**config.mk**
```make
export PLATFORM = sky130hd
export DESIGN_NAME = pwm_core
export DESIGN_NICKNAME = d
export VERILOG_FILES = /design/src/rtl/pwm_core.sv
export SDC_FILE = /design/constraint.sdc
export NUM_CORES = 1
export LEC_CHECK = 0
export CAP_MARGIN = 20
export CORE_MARGIN = 1.5
export CORE_UTILIZATION = 39
export CTS_CLUSTER_SIZE = 25
export DETAILED_ROUTE_END_ITERATION = 10
export GPL_TIMING_DRIVEN = 0
export PLACE_DENSITY = 0.69
export SLEW_MARGIN = 30
export SYNTH_ARGS = -nofsm -noshare
export SYNTH_HDL_FRONTEND = slang
export SYNTH_SLANG_ARGS = --single-unit
```
**constraint.sdc**
```tcl
create_clock -name clk_i -period 5.3 [get_ports clk_i]
set_input_delay 1.06 -clock clk_i [delete_from_list [all_inputs] [get_ports clk_i]]
set_output_delay 1.06 -clock clk_i [all_outputs]
set_load 0.02 [all_outputs]
```
**src/rtl/pwm_core.sv**
```systemverilog
// Multi-channel PWM generator with prescaler, edge/center-aligned counting,
// and shadowed period/compare/mode registers that reload only at update events.
module pwm_core #(
  parameter int CHN_NUM   = 4,
  parameter int CNT_WIDTH = 16,
  parameter int PSC_WIDTH = 16
) (
  input  logic                         clk_i,
  input  logic                         rst_i,
  input  logic                         en_i,
  input  logic                         mode_i,
  input  logic [PSC_WIDTH-1:0]         psc_i,
  input  logic [CNT_WIDTH-1:0]         arr_i,
  input  logic [CHN_NUM*CNT_WIDTH-1:0] cmp_i,
  input  logic [CHN_NUM-1:0]           pol_i,
  input  logic [CHN_NUM-1:0]           chen_i,
  input  logic                         irq_en_i,
  input  logic                         irq_clr_i,
  output logic [CNT_WIDTH-1:0]         cnt_o,
  output logic [CHN_NUM-1:0]           pwm_o,
  output logic                         irq_o
);

  logic [PSC_WIDTH-1:0]         psc_cnt_q, psc_cnt_d;
  logic [CNT_WIDTH-1:0]         cnt_q, cnt_d;
  logic [CNT_WIDTH-1:0]         arr_s_q, arr_s_d, arr_e;
  logic [CHN_NUM*CNT_WIDTH-1:0] cmp_s_q, cmp_s_d, cmp_e;
  logic                         mode_s_q, mode_s_d, mode_e;
  logic                         dir_q, dir_d;
  logic                         en_q;
  logic                         irq_q, irq_d;
  logic [CHN_NUM-1:0]           pwm_q, pwm_d;
  logic                         first, tick, evt;

  // On the first enabled cycle the shadows are still stale, so the live
  // inputs stand in for them; this keeps the first period exact.
  assign first  = en_i & ~en_q;
  assign arr_e  = first ? arr_i  : arr_s_q;
  assign cmp_e  = first ? cmp_i  : cmp_s_q;
  assign mode_e = first ? mode_i : mode_s_q;

  assign tick = en_i && (psc_cnt_q >= psc_i);
  assign evt  = tick && (mode_e ? (cnt_q == '0) : (cnt_q >= arr_e));

  always_comb begin
    psc_cnt_d = '0;
    cnt_d     = '0;
    dir_d     = 1'b0;
    arr_s_d   = arr_s_q;
    cmp_s_d   = cmp_s_q;
    mode_s_d  = mode_s_q;
    if (en_i) begin
      psc_cnt_d = tick ? '0 : psc_cnt_q + 1'b1;
      cnt_d     = cnt_q;
      dir_d     = dir_q;
      if (tick) begin
        if (!mode_e) begin
          cnt_d = evt ? '0 : cnt_q + 1'b1;
          dir_d = 1'b0;
        end else if (cnt_q == '0) begin
          cnt_d = (arr_e == '0) ? '0 : CNT_WIDTH'(1);
          dir_d = 1'b0;
        end else if (!dir_q && (cnt_q < arr_e)) begin
          cnt_d = cnt_q + 1'b1;
        end else begin
          cnt_d = cnt_q - 1'b1;
          dir_d = 1'b1;
        end
      end
      if (first || evt) begin
        arr_s_d  = arr_i;
        cmp_s_d  = cmp_i;
        mode_s_d = mode_i;
      end
    end
  end

  // A set arriving with a clear wins, so no event is ever lost.
  assign irq_d = (evt & irq_en_i) | (irq_q & ~irq_clr_i);

  generate
    for (genvar gi = 0; gi < CHN_NUM; gi++) begin : g_chn
      assign pwm_d[gi] = (en_i && chen_i[gi])
                       ? ((cnt_q < cmp_e[gi*CNT_WIDTH +: CNT_WIDTH]) ^ pol_i[gi])
                       : pol_i[gi];
    end
  endgenerate

  always_ff @(posedge clk_i or posedge rst_i) begin
    if (rst_i) begin
      psc_cnt_q <= '0;
      cnt_q     <= '0;
      dir_q     <= 1'b0;
      arr_s_q   <= '0;
      cmp_s_q   <= '0;
      mode_s_q  <= 1'b0;
      en_q      <= 1'b0;
      irq_q     <= 1'b0;
      pwm_q     <= '0;
    end else begin
      psc_cnt_q <= psc_cnt_d;
      cnt_q     <= cnt_d;
      dir_q     <= dir_d;
      arr_s_q   <= arr_s_d;
      cmp_s_q   <= cmp_s_d;
      mode_s_q  <= mode_s_d;
      en_q      <= en_i;
      irq_q     <= irq_d;
      pwm_q     <= pwm_d;
    end
  end

  assign cnt_o = cnt_q;
  assign pwm_o = pwm_q;
  assign irq_o = irq_q;

endmodule

```
==> impl_metrics.prom <==
# TYPE chip_impl_metric gauge
chip_impl_metric{name="totalWireLength",unit="mm"} 23.92
chip_impl_metric{name="cts.hold.buffers_added",unit=""} 0
chip_impl_metric{name="grt_pass1_vias",unit=""} 6949
chip_impl_metric{name="fp.dieW",unit="um"} 153.0
chip_impl_metric{name="worst_path_arrival_time",unit="ns"} 5.32
chip_impl_metric{name="synth_fp_nets",unit=""} 983
chip_impl_metric{name="fp-row-count",unit=""} 54
chip_impl_metric{name="core_area",unit="um^2"} 21960
chip_impl_metric{name="power.leakage",unit="nW"} 5.183
chip_impl_metric{name="max_stage_delay",unit="ns"} 0.71
chip_impl_metric{name="fraction_of_the_mapped_netlist_area_in_compound_gates",unit="%"} 9.296
chip_impl_metric{name="drv.max_cap_violation_count",unit=""} 0
chip_impl_metric{name="grt_antenna_before_repair",unit=""} 2
chip_impl_metric{name="ys_warn_count",unit=""} 0
chip_impl_metric{name="stdcell_count",unit=""} 1222
chip_impl_metric{name="power_density",unit="nW/um^2"} 272.8
chip_impl_metric{name="finalSetupViolCount",unit=""} 0
chip_impl_metric{name="timing.final.hold_violations",unit=""} 0
chip_impl_metric{name="globalRouteTotalUtil",unit="%"} 21.24
chip_impl_metric{name="cts_buffers",unit=""} 17
chip_impl_metric{name="htree_depth",unit=""} 4
chip_impl_metric{name="fp.dieArea",unit="um^2"} 23410
chip_impl_info{name="crit_slowest_cell",value="sky130_fd_sc_hd__clkdlybuf4s15_1"} 1
chip_impl_metric{name="syn_avg_cell_area",unit="um^2"} 11.28
chip_impl_metric{name="floorplan.die.height",unit="um"} 153.0
chip_impl_metric{name="yosys.area_share.adder",unit="%"} 13.54
chip_impl_metric{name="fillers",unit=""} 1899
chip_impl_metric{name="design.final.nets",unit=""} 1133
chip_impl_info{name="synth_top_flop_cell",value="sky130_fd_sc_hd__dfrtp_1"} 1
chip_impl_metric{name="vdd.ir_drop.worst",unit="mV"} 0.1585
chip_impl_metric{name="regArea",unit="um^2"} 3003
chip_impl_metric{name="route.vias.total",unit=""} 6824
chip_impl_metric{name="syn2layout_area_growth",unit="%"} 26.59
chip_impl_metric{name="required",unit="ns"} 5.61
chip_impl_metric{name="post_layout_worst_setup_margin",unit="ns"} 0.2880
chip_impl_metric{name="io_buffer_count",unit=""} 130
chip_impl_metric{name="slew_violations",unit=""} 0
chip_impl_metric{name="fmaxAchievable",unit="GHz"} 0.1995
chip_impl_metric{name="number_of_synthesized_flops_with_an_enable_pin",unit=""} 0
chip_impl_metric{name="post-cts-setup-buffer-count",unit=""} 0
chip_impl_info{name="critPathCaptureType",value="register"} 1
chip_impl_metric{name="muxShareOfSynthArea",unit="%"} 23.75
chip_impl_metric{name="worst_pin_slew",unit="ns"} 0.9156
chip_impl_info{name="failing_checks",value="design-rule violations"} 1
chip_impl_info{name="rsz0062_at_grt",value="no"} 1
chip_impl_metric{name="tritoncts_num_sinks",unit=""} 120
chip_impl_metric{name="async_flop_share",unit="%"} 100.0
chip_impl_info{name="min_path_type",value="register to register"} 1
chip_impl_metric{name="largest_fanout_on_the_critical_path",unit=""} 10
chip_impl_info{name="worstSetupPathType",value="primary input to register"} 1
chip_impl_metric{name="final_min_period_over_clock_period",unit="%"} 94.57
chip_impl_metric{name="finalWorstPathRequiredPeriod",unit="ns"} 5.012
chip_impl_metric{name="grt_pass1_wl",unit="mm"} 38.28
chip_impl_info{name="synth_top_family_by_area",value="multiplexers"} 1
chip_impl_info{name="synth_area_leader_cell",value="sky130_fd_sc_hd__dfrtp_1"} 1
chip_impl_metric{name="cts.clk_slew.worst_paths",unit="ns"} 0.06
chip_impl_info{name="yosys-top-cells-area",value="sky130_fd_sc_hd__dfrtp_1 (34%), sky130_fd_sc_hd__ha_1 (14%), sky130_fd_sc_hd__mux2_4 (14%), sky130_fd_sc_hd__mux2i_1 (9.5%), sky130_fd_sc_hd__a21oi_1 (1.8%)"} 1
chip_impl_metric{name="synth_cell_types",unit=""} 68
chip_impl_metric{name="synth-xor-area-share",unit="%"} 2.096
chip_impl_metric{name="grt_overflow_total",unit=""} 0
chip_impl_metric{name="ys_seq_elements",unit=""} 120
chip_impl_info{name="root_cell_of_the_clock_tree",value="sky130_fd_sc_hd__clkbuf_16"} 1
chip_impl_metric{name="yosys.area_share.simple",unit="%"} 13.10
chip_impl_metric{name="clock_latency_of_the_later_clocked_register_in_the_worst_skew_pair",unit="ns"} 0.43
chip_impl_metric{name="vias_per_cell",unit=""} 5.584
chip_impl_metric{name="dpl.hpwl",unit="mm"} 17.06
chip_impl_metric{name="timing.critical_path.buf_inv",unit=""} 5
chip_impl_metric{name="globalplace.congestion",unit=""} 0.9033
chip_impl_metric{name="synth.cell_area",unit="um^2"} 8776
chip_impl_metric{name="multi_input_area",unit="um^2"} 5423
chip_impl_metric{name="grt_start_max_net_pins",unit=""} 90
chip_impl_metric{name="ys_seq_area_share",unit="%"} 34.22
chip_impl_metric{name="ioPinCount",unit=""} 131
chip_impl_metric{name="floorplan.initialDensity",unit="%"} 39.97
chip_impl_metric{name="cts.path.max_buffers",unit=""} 2
chip_impl_info{name="crit_path_start_kind",value="primary input"} 1
chip_impl_metric{name="first_iter_violations",unit=""} 530
chip_impl_metric{name="pre_cts_slack",unit="ns"} -0.4584
chip_impl_info{name="result_of_the_run",value="finished, violations left"} 1
chip_impl_metric{name="synthesis.instances",unit=""} 778
chip_impl_info{name="worstPathCellList",value="clkdlybuf4s50_1 > nor2b_4 > buf_6 > clkdlybuf4s15_1 > mux2i_1 > ha_1 > a21oi_1 > o21a_1 > a2bb2oi_1 > nand4_4 > and3_4 > or2_4 > buf_8 > buf_8 > mux2_4"} 1
chip_impl_metric{name="detail_route.drc_violations",unit=""} 13
chip_impl_metric{name="clock_skew",unit="ns"} 0.009721
chip_impl_metric{name="whs",unit="ns"} 0.5063
chip_impl_metric{name="synth_top_area_share",unit="%"} 34.22
chip_impl_metric{name="drive_gt1_share",unit="%"} 15.62
chip_impl_info{name="category_of_cells_accounting_for_the_largest_share_of_critical_path_delay",value="buffers and inverters"} 1
chip_impl_metric{name="post-place-cells",unit=""} 1189
chip_impl_metric{name="avgRoutedWirePerCell",unit="um"} 19.57
chip_impl_metric{name="finalPower",unit="mW"} 3.031
chip_impl_metric{name="drt_pre_antenna_iters",unit=""} 10
chip_impl_info{name="critPathMostFrequentCell",value="sky130_fd_sc_hd__buf_8"} 1
chip_impl_metric{name="timing.max_slew.rel_slack",unit="%"} 38.96
chip_impl_info{name="tritoncts",value="built"} 1
chip_impl_metric{name="ant_nets_after_route",unit=""} 0
==> final cells by class <==
class                      count  area share (%)
timing repair buffer         131           11.96
clock inverter                10           1.261
inverter                      30           1.081
multi-input combinational    596           48.81
buffer                        32           2.230
tap                          280           3.154
antenna                        1         0.02253
sequential                   120           27.03
clock buffer                  22           4.449
==> placed cells by master, fill, tap and decap left out, types with 11 or more instances in the layout <==
master and count:
sky130_fd_sc_hd__inv_1 29, sky130_fd_sc_hd__a21oi_1 32, sky130_fd_sc_hd__o21ai_0 13, sky130_fd_sc_hd__mux2_4 79
sky130_fd_sc_hd__dfrtp_1 120, sky130_fd_sc_hd__a21o_1 12, sky130_fd_sc_hd__and3_1 19, sky130_fd_sc_hd__nand2_1 21
sky130_fd_sc_hd__nor4_1 12, sky130_fd_sc_hd__clkbuf_16 17, sky130_fd_sc_hd__mux2i_1 83, sky130_fd_sc_hd__nand4_1 21
sky130_fd_sc_hd__xnor2_1 14, sky130_fd_sc_hd__clkdlybuf4s50_1 130, sky130_fd_sc_hd__nor2b_1 11, sky130_fd_sc_hd__nor2_1 34
sky130_fd_sc_hd__nand3_1 21, sky130_fd_sc_hd__nor3_1 12, sky130_fd_sc_hd__ha_1 95
==> final timing paths <==
path                              from     endpoint  slack [ns]  depth (start not counted)
max in group asynchronous        rst_i        dir_q        3.56                          3
min in group asynchronous        rst_i   arr_s_q[8]        0.99                          2
hold reg to reg            cmp_s_q[29]  cmp_s_q[29]        0.51                          1
setup / recovery                  en_i  cmp_s_q[24]        0.29                         15
hold / removal             cmp_s_q[29]  cmp_s_q[29]        0.51                          1
setup reg to reg                  en_q  cmp_s_q[24]        1.15                         14
==> state kept, by name, summed over array words and instances (netlist names) <==
register and flops:
en_q 1, irq_o 1, mode_s_q 1, pwm_o 4
cmp_s_q 64, psc_cnt_q 16, arr_s_q 16, cnt_o 16
dir_q 1
==> per-layer routing <==
layer  part of all wire [%]  vias up  track usage (%)
li1                       -     3251                -
met1                     45     3327            28.07
met2                     47      219            34.16
met3                    6.2       25            4.990
met4                    1.4        2            7.236
met5                  0.071        -                0
==> metrics by stage <==
stage          area, um^2  setup TNS (ns)  util, %
2_1_floorplan        8776               0        -
3_3_place_gp        10430         -148.58    47.49
3_5_place_dp        10460          -38.51    47.65
4_1_cts             11100               0    50.54
5_1_grt             11110               0    50.59
6_report            11110               0    50.59
==> timing repair <==
item / in CTS / in global routing
resized for setup: 1 / 4
cloned: 0 / 0
setup endpoints to repair: 79 / 91
==> cells in the mapped netlist, drive strengths merged, types with 5 or more instances <==
master / number
dfrtp: 120
ha: 95
mux2i: 84
mux2: 83
nor2: 34
a21oi: 32
inv: 30
buf: 25
nand3: 22
nand4: 22
nand2: 21
and3: 20
o21ai: 16
xnor2: 14
nor3: 13
nor4: 13
a21o: 12
nor2b: 12
a31oi: 9
nand2b: 8
a211oi: 7
clkbuf: 7
xor2: 7
a221oi: 6
or3: 6
nand4b: 5
==> power breakdown <==
part | total [mW] | switching [mW] | internal [mW]
logic | 0.676 | 0.292 | 0.384
registers | 1.11 | 0.0870 | 1.02
clock network | 1.25 | 0.445 | 0.802
==> cells by family (layout without fill, tap and decap cells) <==
kind of cell | after synthesis | after routing
and+or+nand+nor | 195 | 195
muxes | 167 | 167
DFF | 120 | 120
AOI/OAI and AO/OA | 118 | 118
adders and majority gates | 95 | 95
buffers and inverters | 62 | 225
xor gates and xnor gates | 21 | 21
other | 0 | 1
No activity file was read; power rests on OpenSTA's default activity.
